**src/rtl/pipe_ctrl.sv**
```systemverilog
// Pipeline control for the RV32I five-stage core: load-use stalls, jump flushes,
// halt/drain handshake and saturating stall/flush event counters.
module pipe_ctrl #(
    parameter int DRAIN_CYCLES = 3,
    parameter int CNT_W        = 32
) (
    input  logic             clk,
    input  logic             rst,
    input  logic [4:0]       id_rs1_addr_i,
    input  logic [4:0]       id_rs2_addr_i,
    input  logic [4:0]       ex_rd_addr_i,
    input  logic             ex_reg_wen_i,
    input  logic             ex_is_load_i,
    input  logic             jump_en_i,
    input  logic [31:0]      jump_addr_i,
    input  logic             halt_req_i,
    output logic             halt_ack_o,
    output logic             jump_en_o,
    output logic [31:0]      jump_addr_o,
    output logic             pc_hold_o,
    output logic             if_id_hold_o,
    output logic             if_id_flush_o,
    output logic             id_ex_flush_o,
    output logic [CNT_W-1:0] stall_cnt_o,
    output logic [CNT_W-1:0] flush_cnt_o
);

    localparam int DW = $clog2(DRAIN_CYCLES) + 1;

    typedef enum logic [1:0] {
        RUN,
        DRAIN,
        HALTED
    } state_e;

    state_e           state_q, state_d;
    logic [DW-1:0]    dcnt_q, dcnt_d;
    logic             halt_ack_q;
    logic [CNT_W-1:0] stall_cnt_q, flush_cnt_q;
    logic             lu;
    logic             stall_inc, flush_inc;

    assign lu = ex_is_load_i & ex_reg_wen_i & (ex_rd_addr_i != 5'd0) &
                ((ex_rd_addr_i == id_rs1_addr_i) | (ex_rd_addr_i == id_rs2_addr_i));

    always_comb begin
        state_d       = state_q;
        dcnt_d        = dcnt_q;
        jump_en_o     = 1'b0;
        jump_addr_o   = 32'd0;
        pc_hold_o     = 1'b0;
        if_id_hold_o  = 1'b0;
        if_id_flush_o = 1'b0;
        id_ex_flush_o = 1'b0;
        stall_inc     = 1'b0;
        flush_inc     = 1'b0;

        case (state_q)
            RUN: begin
                if (jump_en_i) begin
                    flush_inc = 1'b1;
                end else if (lu) begin
                    pc_hold_o     = 1'b1;
                    if_id_hold_o  = 1'b1;
                    id_ex_flush_o = 1'b1;
                    stall_inc     = 1'b1;
                end else if (halt_req_i) begin
                    pc_hold_o     = 1'b1;
                    if_id_flush_o = 1'b1;
                    state_d       = DRAIN;
                    dcnt_d        = DW'(DRAIN_CYCLES - 1);
                end
            end
            DRAIN: begin
                pc_hold_o     = 1'b1;
                if_id_flush_o = 1'b1;
                flush_inc     = jump_en_i;
                if (!halt_req_i) begin
                    state_d = RUN;
                    dcnt_d  = '0;
                end else if (dcnt_q == '0) begin
                    state_d = HALTED;
                end else begin
                    dcnt_d = dcnt_q - DW'(1);
                end
            end
            HALTED: begin
                pc_hold_o     = 1'b1;
                if_id_flush_o = 1'b1;
                flush_inc     = jump_en_i;
                if (!halt_req_i) begin
                    state_d = RUN;
                end
            end
            default: begin
                state_d = RUN;
                dcnt_d  = '0;
            end
        endcase

        // A resolved jump wins over every hold in every state.
        if (jump_en_i) begin
            jump_en_o     = 1'b1;
            jump_addr_o   = jump_addr_i;
            pc_hold_o     = 1'b0;
            if_id_hold_o  = 1'b0;
            if_id_flush_o = 1'b1;
            id_ex_flush_o = 1'b1;
        end
    end

    always_ff @(posedge clk or posedge rst) begin
        if (rst) begin
            state_q     <= RUN;
            dcnt_q      <= '0;
            halt_ack_q  <= 1'b0;
            stall_cnt_q <= '0;
            flush_cnt_q <= '0;
        end else begin
            state_q    <= state_d;
            dcnt_q     <= dcnt_d;
            halt_ack_q <= (state_d == HALTED);
            if (stall_inc && (stall_cnt_q != '1)) begin
                stall_cnt_q <= stall_cnt_q + CNT_W'(1);
            end
            if (flush_inc && (flush_cnt_q != '1)) begin
                flush_cnt_q <= flush_cnt_q + CNT_W'(1);
            end
        end
    end

    assign halt_ack_o  = halt_ack_q;
    assign stall_cnt_o = stall_cnt_q;
    assign flush_cnt_o = flush_cnt_q;

endmodule

```
**config.mk**
```make
export PLATFORM = sky130hd
export DESIGN_NAME = pipe_ctrl
export DESIGN_NICKNAME = d
export VERILOG_FILES = /design/src/rtl/pipe_ctrl.sv
export SDC_FILE = /design/constraint.sdc
export NUM_CORES = 1
export LEC_CHECK = 0
export CORE_MARGIN = 3
export CORE_UTILIZATION = 44
export CTS_CLUSTER_SIZE = 10
export DETAILED_ROUTE_END_ITERATION = 10
export HOLD_SLACK_MARGIN = 0.1
export PLACE_DENSITY = 0.84
export SLEW_MARGIN = 25
export SYNTH_ARGS = -nofsm -noshare
export SYNTH_HDL_FRONTEND = slang
export SYNTH_SLANG_ARGS = --single-unit
```
**constraint.sdc**
```tcl
create_clock -name clk -period 2.76 [get_ports clk]
set_input_delay 0.552 -clock clk [delete_from_list [all_inputs] [get_ports clk]]
set_output_delay 0.552 -clock clk [all_outputs]
set_load 0.01 [all_outputs]
```
# Word level (Yosys, flattened, before mapping)
# Index checks and enable logic that the tools add are counted.
[op_classes] addsub=3 eq_ne=11 mux=29 n_bitwise=5 reduce_logical=7
[op_table] cell="adder 32 x 1 -> 32 bit, second input constant" count=2
[op_table] cell="inequality test 32 bit, second input constant" count=2
[op_table] cell="2-to-1 mux 32 bit" count=1
[op_table] cell="2-to-1 mux 3 bit" count=5
[op_table] cell="2-to-1 mux 1 bit" count=12
[op_table] cell="2-to-1 mux 2 bit" count=6
[op_table] cell="== test 5 bit" count=2
[op_table] cell="case mux 3 bit (3 select lines)" count=1
[op_table] cell="inequality test 2 bit, second input constant" count=3
[op_table] cell="case mux 1 bit (2 select lines)" count=3
[op_table] cell="case mux 2 bit (3 select lines)" count=1
[op_table] cell="AND reduction 5 bit" count=1
[op_table] cell="nonzero test 5 bit" count=1
[op_table] cell="== test 2 bit, second input constant" count=2
[op_table] cell="AND 1 bit" count=3
[op_table] cell="logical NOT 3 bit" count=1
[op_table] cell="inequality test 3 bit, second input constant" count=1
[op_table] cell="subtractor 3 x 1 -> 3 bit, second input constant" count=1
[op_table] cell="== test 2 x 1 -> 1 bit, second input constant" count=1
[op_table] cell="logical AND 1 bit" count=2
[op_table] cell="logical NOT 2 bit" count=1
[op_table] cell="OR reduction 2 bit" count=1
[op_table] cell="NOT 1 bit" count=1
[op_table] cell="bitwise OR 1 bit" count=1
[word_totals] register_bits=70 out_inout_bits=102 elab_cells=60

# Longest topological paths before layout
# Gate-level depths: netlist (run 1).
[depth] word_depth=7 depth_mapped=8 mapped_depth_nobuf=7

# Worst setup path before layout (run 1)
# Ideal clock, no wire load.
[synth_timing] path_kind="in2out" startpoint="input port ex_rd_addr_i[1]" endpoint="output port if_id_flush_o" arrival_ns=1.864 t_required_ns=2.208 path_slack_ns=0.344 stages=5 cell_sequence="or4_1 -> o211ai_1 -> or2_2 -> a31oi_1 -> o21ai_0"
[synth_between] elab_chain_cells=6
[synth_lines] element="start, declared" line="11" rtl="input logic [4:0] ex_rd_addr_i,"
[synth_lines] element="== test 5 bit or nonzero test 5 bit (tied branches)" line="44, 43"
[synth_lines] element="bitwise OR 1 bit or AND 1 bit (tied branches)" line="44, 43"
[synth_lines] element="AND 1 bit *" line="43" rtl="assign lu = ex_is_load_i & ex_reg_wen_i & (ex_rd_addr_i != 5'd0) &"
[synth_lines] element="2-to-1 mux 1 bit *" line="62" rtl="end else if (lu) begin"
[synth_lines] element="case mux 1 bit (2 select lines) *" line="58" rtl="case (state_q)"
[synth_lines] element="2-to-1 mux 1 bit *" line="102" rtl="if (jump_en_i) begin"
[synth_lines] element="end, declared" line="22" rtl="output logic if_id_flush_o,"
# Every way passes the cells marked *; elsewhere a longest branch is shown, timed or not.

# Worst setup path after layout (run 1)
[layout_timing] startpoint="input port ex_rd_addr_i[4]" endpoint="output port pc_hold_o"
[layout_between] elab_chain_cells=6
[layout_lines] element="== test 5 bit or nonzero test 5 bit (tied branches)" line="44, 43"
[layout_lines] element="bitwise OR 1 bit or AND 1 bit (tied branches)" line="44, 43"
[layout_lines] element="AND 1 bit *" line="43"
[layout_lines] element="2-to-1 mux 1 bit *" line="62"
[layout_lines] element="case mux 1 bit (2 select lines) *" line="58"
[layout_lines] element="2-to-1 mux 1 bit *" line="102"
[layout_lines] element="end, declared" line="20" rtl="output logic pc_hold_o,"
# Marked as above.

==> results.md, run 1 <==
* Static power due to leakage at 2.47 nW
* Instance count of the mapped netlist at 373
* Peak supply drop at 0.244 mV
* Die boundary height at about 100 µm
* Mapped cell area at between 0.003 and 0.004 mm²
* PortBufs at 154
* Leading cell types by total area after synthesis: dfrtp_1 (45%), xnor2_1 (12%), and2_1 (5.7%)
* Startpoint-to-endpoint class of the critical path: input pin to output pin
* Final weighted congestion in routability-driven placement at 0.784
* Transition at the pin with the smallest max-transition slack at between 0.7 and 0.8 ns
* Clock transition time at the flip-flop clock pins of the worst setup and hold paths at 0.07 ns
* Insertion delay of the later-clocked pin in the worst-skew pair at 0.35 ns
* Cell Pwr Density at 511 mW/mm²
* FFs w/ async S/R, synth at 100%
* Min-Delay Path Class: flip-flop to flip-flop
* Syn Area/Cell at 10.3 µm²
* Required time at the worst-slack endpoint at 2.21 ns
* Number of synthesized register bits at 70
* Final count of hold timing violations at 0
* First DRT Iteration DRCs at 122
* Most common cell after layout, fill and taps aside: clkdlybuf4s50_1
* Setup crit end kind: output pin
* Net count reported at finish at between 600 and 700
* Count of standard-cell rows at 33
* Initial antenna violation count at 0
* Total routed wirelength at 10.2 mm
* Global-route wire length before repair at about 16 mm
* Largest net degree at the start of global routing at 36
* Commonest cells after routing, fill and taps aside: clkdlybuf4s50_1 (145), dfrtp_1 (70), xnor2_1 (55), and2_1 (35), nand3_1 (29)
* Half-perimeter wire length of the detailed placement result at 8.03 mm
* Via count of the first global-routing pass at around 3500
* Width of the die at 99.6 µm
* Dominant cell type by area after synthesis: dfrtp_1
* Clock Tree Root: clkbuf_8
* Synthesis-to-finish area growth at 51.2%
* Post-DR wirelength/cell at ~16 µm
* Max Slew Vio Count at 0
* Length of the first detailed-routing pass in iterations at 4
* Result of the run: finished, final reports clean
* Clock Skew at 0.00934 ns
* Overall routing resource usage at 20.6%
* Number of distinct library cells after synthesis at 46
* Tightest slew margin relative to the limit at just over 50%
* Final critical-path share of the clock period at 97.4%
* Worst-path maximum fanout at 3
* Standard cell core area at roughly 0.0084 mm²
* Setup Total Neg Slack at 0 ns
* Clock sink total at 70
* Nets in the synthesized netlist at between 400 and 500
* TritonCTS Buffers at 9
* Sequential fraction of the synthesis area at 45.4%
* Number of ports placed on the die boundary at ~160
* Ys Warns at 0
* Initial core utilization at 46.0%
* Count of flip-flops with a built-in enable after synthesis at 0
* Unrepaired setup endpoints after global routing: true
* Upper clock frequency limit at 372 MHz
* Global-route congestion overflow total at 0
* Total vias in the final route at 3453
* Number of buffers between clock root and the deepest sink at 2
* Sort of element at the start of the critical path: input pin
* Post-DP Area at 0.00560 mm²
* Top-area cell type share of the netlist area at around 45%
* Share of final-layout standard cells stronger than drive strength 1 at 9.89%
* Number of remaining DRC errors at 0
* ANT nets after route at 0
* Via density at 5.30
* Depth of the CTS H-tree at 3
* Arrival time worst endpoint at between 2 and 2.5 ns
* Post-route design area at 0.00583 mm²
* Die Footprint at roughly 0.01 mm²
* Setup violation total in the final timing report at 0
* Clock tree from TritonCTS: done
* Top_reg_cell synth: dfrtp_1
* Number of antenna cells inserted at 0
* Clock period minus final worst setup slack at 2.69 ns
* Number of violations of the max-capacitance limit at 0
## layout make-up
cell class	count	area (µm²)
Clock buffer	11	131
Clock inverter	5	83.8
Fill cell	642	2550
Inverter	10	37.5
Multi-Input combinational cell	281	2050
Sequential cell	70	1750
Tap cell	105	131
Timing Repair Buffer	169	1650
## power breakdown
group / switching (W) / internal, W
Sequential: 0.000104 / 0.00112
Combinational: 0.000410 / 0.000441
Clock: 0.000392 / 0.000511
Total: 0.000907 / 0.00207
## per-stage QoR
step	cells	worst slack (ns)	utilization (%)	hold slack, ns	total power [W]
2_1_floorplan	373	0.344	-	0.481	0.00167
3_3_place_gp	634	-0.471	66.8	0.472	0.00206
3_5_place_dp	634	-0.543	66.8	0.481	0.00209
4_1_cts	651	0.0186	69.2	0.494	0.00298
5_1_grt	651	-0.0200	69.6	0.515	0.00313
6_report	651	0.0709	69.6	0.487	0.00298
## registers in the layout, summed over array words and instances (netlist names)
register / count
halt_ack_o: 1
dcnt_q: 3
flush_cnt_o: 32
stall_cnt_o: 32
state_q: 2
## kinds of logic (layout without fill, tap and decap cells)
family / count (synthesis) / in the layout / share of synthesized area, %
compound gates: 28 / 28 / 4.96
xor+xnor: 72 / 72 / 16.3
fa+ha+maj: 8 / 8 / 2.59
buf+inv: 22 / 195 / 2.50
flops: 70 / 70 / 45.4
mux: 2 / 2 / 0.584
simple gates: 171 / 171 / 27.6
## path summary, 6_finish.rpt
check | start | endpoint | slack (ns) | depth (start not counted)
min in group asynchronous | rst | flush_cnt_o[23] | 0.67 | 2
setup / recovery | ex_rd_addr_i[4] | pc_hold_o | 0.07 | 8
max in group asynchronous | rst | stall_cnt_o[26] | 1.43 | 3
hold reg to reg | flush_cnt_o[28] | flush_cnt_o[28] | 0.49 | 1
setup reg to reg | state_q[1] | stall_cnt_o[1] | 0.46 | 7
hold / removal | flush_cnt_o[28] | flush_cnt_o[28] | 0.49 | 1
## worst max-delay path, stage by stage
cell	delay, ns
dlygate4sd2_1	0.27
or4_1	0.54
o211ai_1	0.23
buf_4	0.16
o21ai_2	0.05
a21oi_2	0.14
nor3_2	0.06
buf_2	0.14
## cells in the mapped netlist, drive strengths merged, types with 3 or more instances
library cell   n
o31ai          3
nor3           5
dfrtp         70
nor2           9
nand3         31
nand2         19
xor2          17
ha             8
inv           10
buf            7
and2          37
a21oi          6
nand4         18
xnor2         55
clkbuf         5
o21ai          6
and4          18
and3          25
## what timing repair did
action | in CTS | in global routing
hold buffers | 0 | 0
hold endpoints to repair | 0 | 0
resized for setup | 21 | 12
endpoints found under the setup margin | 4 | 4
setup buffers | 1 | 0
pin swaps | 3 | 5
## metal layers
| layer | wire [µm] | GRT usage [%] | share of wire (%) | vias to the layer above |
|---|---|---|---|---|
| met1 | 4110 | 24.2 | 40 | 1660 |
| met3 | 780 | 6.31 | 7.6 | 16 |
| met4 | 193 | 7.14 | 1.9 | 0 |
| met5 | 0 | 0 | 0 | - |
| met2 | 5110 | 35.6 | 50 | 130 |
| li1 | - | - | - | 1647 |
(Power assumes the default switching activity.)
==> inputs of run 2 (changes only) <==
--- a/config.mk
+++ b/config.mk
@@ -9,6 +9,7 @@
 export CORE_UTILIZATION = 44
 export CTS_CLUSTER_SIZE = 10
 export DETAILED_ROUTE_END_ITERATION = 10
+export GPL_TIMING_DRIVEN = 0
 export HOLD_SLACK_MARGIN = 0.1
 export PLACE_DENSITY = 0.84
 export SLEW_MARGIN = 25
==> run 2 against run 1 <==
Net effect:
- fmax down 0.14%
- clock power down 2.4%
- hold slack better by 0.0038 ns
- first-iteration DRC count down 4.1%
- critical path depth unchanged
- wire length up 2.4%
- utilization down 0.15 points
- die area unchanged
- register-to-register slack worse by 0.03 ns
- sequential power about the same
- design area down 0.21%
==> results.md, run 2 (synthesis gave the netlist of run 1 again) <==
* Total routed wirelength at 10.4 mm (+2.4%)
* Area of the multi-input gates at 0.00204 mm² (-0.43%)
* Clock tree from TritonCTS: done
* Final standard cell utilization of the core at 69.4% (-0.15 points)
* Worst reg2reg startpoint: stall_cnt_o[0]
* Net count reported at finish at 606 (+0.66%)
* Die boundary height at 99.6 µm (unchanged)
* Standard cell core area at 0.00838 mm² (unchanged)
* Global-route wire length before repair at 17.1 mm (+4.1%)
* Transition at the pin with the smallest max-transition slack at 0.640 ns (-0.101 ns)
* Worst Hold Depth at 1 (unchanged)
* Worst path setup slack after routing at 0.0671 ns (-0.00381 ns)
* RR Endpoint: stall_cnt_o[28]
* Arrival time worst endpoint at 2.14 ns (about the same)
* Post-route design area at 0.00582 mm² (-0.21%)
* Setup WS pre-CTS at -0.768 ns (-0.225 ns)
* Final critical-path share of the clock period at 97.6% (+0.14 points)
* Die Footprint at 0.00993 mm² (unchanged)
* Insertion delay of the later-clocked pin in the worst-skew pair at 0.34 ns (about the same)
* Result of the run: finished, final reports clean
* FILL cells at 620 (-3.4%)
* Number of cells traversed by the worst register-to-register path at 8 (+1)
* Via count of the first global-routing pass at 3615 (+2.8%)
* Upper clock frequency limit at 371 MHz (-0.14%)
* Peak supply drop at 0.256 mV (+5.0%)
* Total vias in the final route at 3487 (+0.98%)
* Hold-fix buffer count after cts at 0 (unchanged)
* Most common cell after layout, fill and taps aside: clkdlybuf4s50_1
* Number of ports placed on the die boundary at 155 (unchanged)
* ANT nets after route at 0 (unchanged)
* Initial core utilization at 46.0% (unchanged)
* Number of violations of the max-capacitance limit at 0 (unchanged)
* Number of antenna cells inserted at 0 (unchanged)
* Clock period minus final worst setup slack at 2.69 ns (+0.00381 ns)
* Max Slew Vio Count at 0 (unchanged)
* Post-DR wirelength/cell at 16.0 µm (+1.9%)
* Sequential cell area at 0.00175 mm² (unchanged)
* Flop-to-flop setup slack at 0.43 ns (-0.03 ns)
* Synthesis-to-finish area growth at 50.9%
* Number of remaining DRC errors at 0 (unchanged)
* Worst Hold Path EP: stall_cnt_o[25]
* Clock transition time at the flip-flop clock pins of the worst setup and hold paths at 0.07 ns (about the same)
* Tightest slew margin relative to the limit at 56.9% (+6.4 points)
* Depth of the CTS H-tree at 3 (unchanged)
* Min-Delay Path Class: flip-flop to flip-flop
* Startpoint-to-endpoint class of the critical path: input pin to output pin
* Static power due to leakage at 2.46 nW (-0.38%)
* Sort of element at the start of the critical path: input pin
* Initial antenna violation count at 0 (unchanged)
* PortBufs at 153 (-0.65%)
* Setup crit end kind: output pin
* Number of buffers between clock root and the deepest sink at 2 (unchanged)
* First DRT Iteration DRCs at 117 (-4.1%)
* Final count of hold timing violations at 0 (unchanged)
* Setup Total Neg Slack at 0 ns (unchanged)
* Commonest cells after routing, fill and taps aside: clkdlybuf4s50_1 (144), dfrtp_1 (70), xnor2_1 (55), and2_1 (35), nand3_1 (29)
* Via density at 5.33 (+0.52%)
* Worst-path maximum fanout at 3 (unchanged)
* Length of the first detailed-routing pass in iterations at 4 (unchanged)
* Clock Tree Root: clkbuf_8
* TritonCTS Buffers at 9 (unchanged)
* Clock sink total at 70 (unchanged)
* Width of the die at 99.6 µm (unchanged)
* Required time at the worst-slack endpoint at 2.21 ns (about the same)
* Clock Skew at 0.0122 ns (+0.00285 ns)
* Count of standard-cell rows at 33 (unchanged)
* Final weighted congestion in routability-driven placement at 0.787 (+0.43%)
* Overall routing resource usage at 21.4% (+0.83 points)
* Global-route congestion overflow total at 0 (unchanged)
* Largest net degree at the start of global routing at 39 (+8.3%)
* Setup violation total in the final timing report at 0 (unchanged)
* Share of final-layout standard cells stronger than drive strength 1 at 9.84% (-0.054 points)
* Cell Pwr Density at 505 mW/mm² (-1.2%)
* Post-DP Area at 0.00554 mm² (-0.98%)
* Half-perimeter wire length of the detailed placement result at 8.01 mm (-0.20%)
* Min-Delay Startpoint: stall_cnt_o[25]
-- run 2: worst max-delay path by stage --
stage | from | to | slack [ns] | cells after the start
6_report | id_rs1_addr_i[2] | if_id_hold_o | 0.07 | 8
5_1_grt | id_rs1_addr_i[2] | if_id_flush_o | -0.02 | 8
4_1_cts | id_rs1_addr_i[4] | if_id_hold_o | 0.01 | 8
3_5_place_dp | ex_rd_addr_i[2] | if_id_hold_o | -0.77 | 7
3_3_place_gp | ex_rd_addr_i[0] | if_id_hold_o | -0.76 | 7
2_1_floorplan | ex_rd_addr_i[1] | if_id_flush_o | 0.34 | 5
-- run 2: layout make-up --
cell class | count | share of cell area (%)
Sequential cell | 70 | 30.1
Buffer | 12 | 1.12
Clock inverter | 6 | 1.50
Clock buffer | 9 | 2.13
Inverter | 10 | 0.688
Tap cell | 105 | 2.26
Multi-Input combinational cell | 281 | 35.0
Timing Repair Buffer | 161 | 27.2
-- run 2: through the flow --
stage | power, W | std cells | hold slack, ns
5_1_grt | 0.00310 | 654 | 0.521
2_1_floorplan | 0.00167 | 373 | 0.481
3_5_place_dp | 0.00208 | 632 | 0.486
6_report | 0.00294 | 654 | 0.491
3_3_place_gp | 0.00204 | 631 | 0.473
4_1_cts | 0.00296 | 652 | 0.496
-- run 2: routing by layer --
metal  up-vias  wire length, µm  GRT usage, %
met3        15              974          8.63
met2       148             5240          37.1
met4         0              157          6.20
met1      1669             4070          24.3
li1       1655                -             -
met5         -                0             0
-- run 2: what timing repair did --
item / in CTS / in global routing
gates resized for setup: 25 / 11
pin swaps: 4 / 6
setup endpoints to repair: 4 / 4
setup buffers: 5 / 2
-- run 2: worst max-delay path: stages --
cell and delay [ns]:
clkdlybuf4s50_1 0.41, xor2_1 0.15, nor3_2 0.20, a22oi_2 0.13, buf_4 0.16, nor4_4 0.29, buf_6 0.16, buf_6 0.09
-- run 2: power breakdown --
group	switching, W	internal (W)
Combinational	0.000403	0.000426
Sequential	0.000106	0.00112
Clock	0.000381	0.000502
Total	0.000890	0.00205
==> inputs of run 3 (changes only) <==
--- a/config.mk
+++ b/config.mk
@@ -5,8 +5,9 @@
 export SDC_FILE = /design/constraint.sdc
 export NUM_CORES = 1
 export LEC_CHECK = 0
-export CORE_MARGIN = 3
+export CORE_MARGIN = 4
 export CORE_UTILIZATION = 44
+export CTS_CLUSTER_DIAMETER = 80
 export CTS_CLUSTER_SIZE = 10
 export DETAILED_ROUTE_END_ITERATION = 10
 export GPL_TIMING_DRIVEN = 0
==> run 3 against run 2 <==
Net effect:
- clock skew down 0.0046 ns
- wire length up 4.4%
- global-route usage up 0.25 points
- fmax up 0.15%
- first-iteration DRC count up 23%
- non-clock buffer count unchanged
- design area down 0.52%
- sequential power about the same
- highest routed layer unchanged
==> results.md, run 3 (synthesis gave the netlist of run 1 again) <==
* Critical path capture point: if_id_hold_o
* Min-Delay Path Class: flip-flop to flip-flop
* Met1 track demand over resource at 25.7% (+1.4 points)
* Clock sink total at 70 (unchanged)
* Required time at the worst-slack endpoint at 2.21 ns (about the same)
* Sort of element at the start of the critical path: input pin
* Overall routing resource usage at 21.7% (+0.25 points)
* Met3 track demand over resource in global routing at 5.92% (-2.7 points)
* Final weighted congestion in routability-driven placement at 0.798 (+1.3%)
* PortBufs at 153 (unchanged)
* Final standard cell utilization of the core at 69.1% (-0.36 points)
* Tightest slew margin relative to the limit at 55.8% (-1.1 points)
* Number of ports placed on the die boundary at 155 (unchanged)
* Setup crit end kind: output pin
* Result of the run: finished, final reports clean
* RR Endpoint: stall_cnt_o[28]
* Longest individual stage delay on the worst path at 0.42 ns (about the same)
* Post-DP Area at 0.00555 mm² (+0.14%)
* Via density at 5.39 (+1.0%)
* Standard cell core area at 0.00838 mm² (unchanged)
* Library cell contributing the largest single delay on the critical path: clkdlybuf4s50_1
* Max Slew Vio Count at 0 (unchanged)
* Count of standard-cell rows at 33 (unchanged)
* Hold-fix buffer count after cts at 0 (unchanged)
* Initial antenna violation count at 0 (unchanged)
* Arrival time worst endpoint at 2.14 ns (about the same)
* Number of stages on the worst setup path at 7 (-1)
* Initial core utilization at 46.0% (unchanged)
* Post-route design area at 0.00579 mm² (-0.52%)
* Clock period minus final worst setup slack at 2.69 ns (-0.00396 ns)
* Flop-to-flop setup slack at 0.44 ns (about the same)
* Most common cell after layout, fill and taps aside: clkdlybuf4s50_1
* Peak supply drop at 0.243 mV (-5.0%)
* TritonCTS Buffers at 9 (unchanged)
* Unrepaired setup endpoints after global routing: false
* Width of the die at 102 µm (+2.0%)
* Length of the first detailed-routing pass in iterations at 4 (unchanged)
* Clock Tree Root: clkbuf_8
* Switching power at 0.000903 W (+1.5%)
* Transition at the pin with the smallest max-transition slack at 0.657 ns (+0.0167 ns)
* Global-route congestion overflow total at 0 (unchanged)
* Via count of the first global-routing pass at 3768 (+4.2%)
* Cell-internal power at 0.00196 W (-4.5%)
* Final count of hold timing violations at 0 (unchanged)
* Clock transition time at the flip-flop clock pins of the worst setup and hold paths at 0.07 ns (about the same)
* Cell Pwr Density at 494 mW/mm² (-2.2%)
* Clock share of power at 27.1% (-2.9 points)
* Final critical-path share of the clock period at 97.4% (-0.14 points)
* CP cell instances: clkdlybuf4s50_1 > xor2_1 > nor3_2 > a22oi_2 > buf_4 > nor4_4 > buf_2
* Net count reported at finish at 606 (unchanged)
* Clock Skew at 0.00760 ns (-0.00460 ns)
* GR peak layer: met2
* Half-perimeter wire length of the detailed placement result at 8.25 mm (+3.0%)
* Setup violation total in the final timing report at 0 (unchanged)
* Startpoint-to-endpoint class of the critical path: input pin to output pin
* Number of remaining DRC errors at 0 (unchanged)
* Flop pwr share at 42.9% (+1.1 points)
* Global routing met2 resource utilization at 38.0% (+0.84 points)
* Share of final-layout standard cells stronger than drive strength 1 at 9.31% (-0.53 points)
* Total routed wirelength at 10.9 mm (+4.4%)
* Insertion delay of the later-clocked pin in the worst-skew pair at 0.33 ns (about the same)
* Synthesis-to-finish area growth at 50.1%
* Worst reg2reg startpoint: stall_cnt_o[0]
* First DRT Iteration DRCs at 144 (+23%)
* Count of buffering cells on the critical path with inverters included at 3 (-1)
* Clock tree from TritonCTS: done
* Post-DR wirelength/cell at 16.7 µm (+4.6%)
* Setup Total Neg Slack at 0 ns (unchanged)
* Number of buffers between clock root and the deepest sink at 2 (unchanged)
* Number of violations of the max-capacitance limit at 0 (unchanged)
* Die boundary height at 102 µm (+2.0%)
* Largest net degree at the start of global routing at 50 (+28%)
* ANT nets after route at 0 (unchanged)
* Upper clock frequency limit at 372 MHz (+0.15%)
* Number of antenna cells inserted at 0 (unchanged)
* FILL cells at 648 (+4.5%)
* Static power due to leakage at 2.46 nW (-0.26%)
* Timing startpoint of the critical path: id_rs1_addr_i[4]
* Total vias in the final route at 3517 (+0.86%)
* Min Hold Slack at 0.496 ns (+0.00458 ns)
* Depth of the CTS H-tree at 3 (unchanged)
* Proportion of power drawn by combinational gates at 30.0% (+1.8 points)
* Global-route wire length before repair at 17.9 mm (+4.9%)
* Switching share of power at 31.6% (+1.3 points)
* Commonest cells after routing, fill and taps aside: clkdlybuf4s50_1 (144), dfrtp_1 (70), xnor2_1 (55), and2_1 (35), nand3_1 (29)
* Worst-path maximum fanout at 4 (+1)
* Die Footprint at 0.0103 mm² (+4.1%)
* CP top delay family: buffers and inverters
* Number of cells traversed by the worst register-to-register path at 8 (unchanged)
==> run 3: changes by cell type in the layout (fill, tap and decap cells not counted), sizes merged <==
cell           delta
clkbuf            -2
clkdlybuf4s15     +2
clkinv            +2
clkinvlp          -2
bufinv            -1
==> run 3: layer usage <==
| metal | up-vias | share of wire, % |
|---|---|---|
| li1 | 1654 | - |
| met2 | 140 | 51 |
| met3 | 16 | 7.9 |
| met5 | - | 0 |
| met1 | 1707 | 40 |
| met4 | 0 | 1.6 |
==> run 3: power by group through the flow <==
stage	clock network, W	registers, W	logic, W
floorplan	0	0.00125	0.000420
global placement	0	0.00124	0.000796
detailed placement	0	0.00124	0.000834
CTS	0.000785	0.00123	0.000833
global route	0.000831	0.00124	0.000927
finish	0.000776	0.00123	0.000857
==> run 3: worst min-delay path by stage <==
stage | startpoint | end | cells past startpoint
floorplan | dcnt_q[2] | dcnt_q[2] | 2
global placement | flush_cnt_o[28] | flush_cnt_o[28] | 1
detailed placement | flush_cnt_o[5] | flush_cnt_o[5] | 1
CTS | flush_cnt_o[28] | flush_cnt_o[28] | 1
global route | stall_cnt_o[10] | stall_cnt_o[10] | 1
finish | stall_cnt_o[25] | stall_cnt_o[25] | 1
==> run 3: metrics by stage <==
step	setup WS [ns]	cells	power, W
6_report	0.0710	653	0.00286
5_1_grt	0.0114	653	0.00300
4_1_cts	0.00163	652	0.00284
3_5_place_dp	-0.814	632	0.00208
3_3_place_gp	-0.727	631	0.00203
2_1_floorplan	0.344	373	0.00167
==> run 3: final cells by class <==
type                    count  area, µm²  share of cell area, %
clock buffers               9        124                   2.14
flip-flops and latches     70       1750                   30.3
clock inverters             5       52.6                  0.908
inverters                  10       40.0                  0.691
well taps                 105        131                   2.27
multi-input cells         281       2040                   35.2
plain buffers              11       53.8                  0.929
repair buffers            162       1600                   27.7
==> run 3: what timing repair did <==
action,4_1_cts,5_1_grt
setup endpoints to repair,4,3
buffers inserted,6,2
pin swaps,4,3
gates resized for setup,29,4
==> run 3: worst register-to-register path: cells and delay by family, from the launching register on <==
family          cells  cell delay, ns
flops               1            0.42
xor+xnor            1            0.16
compound gates      1            0.40
buf+inv             1            0.29
simple gates        4            0.75
fa+ha+maj           1            0.19
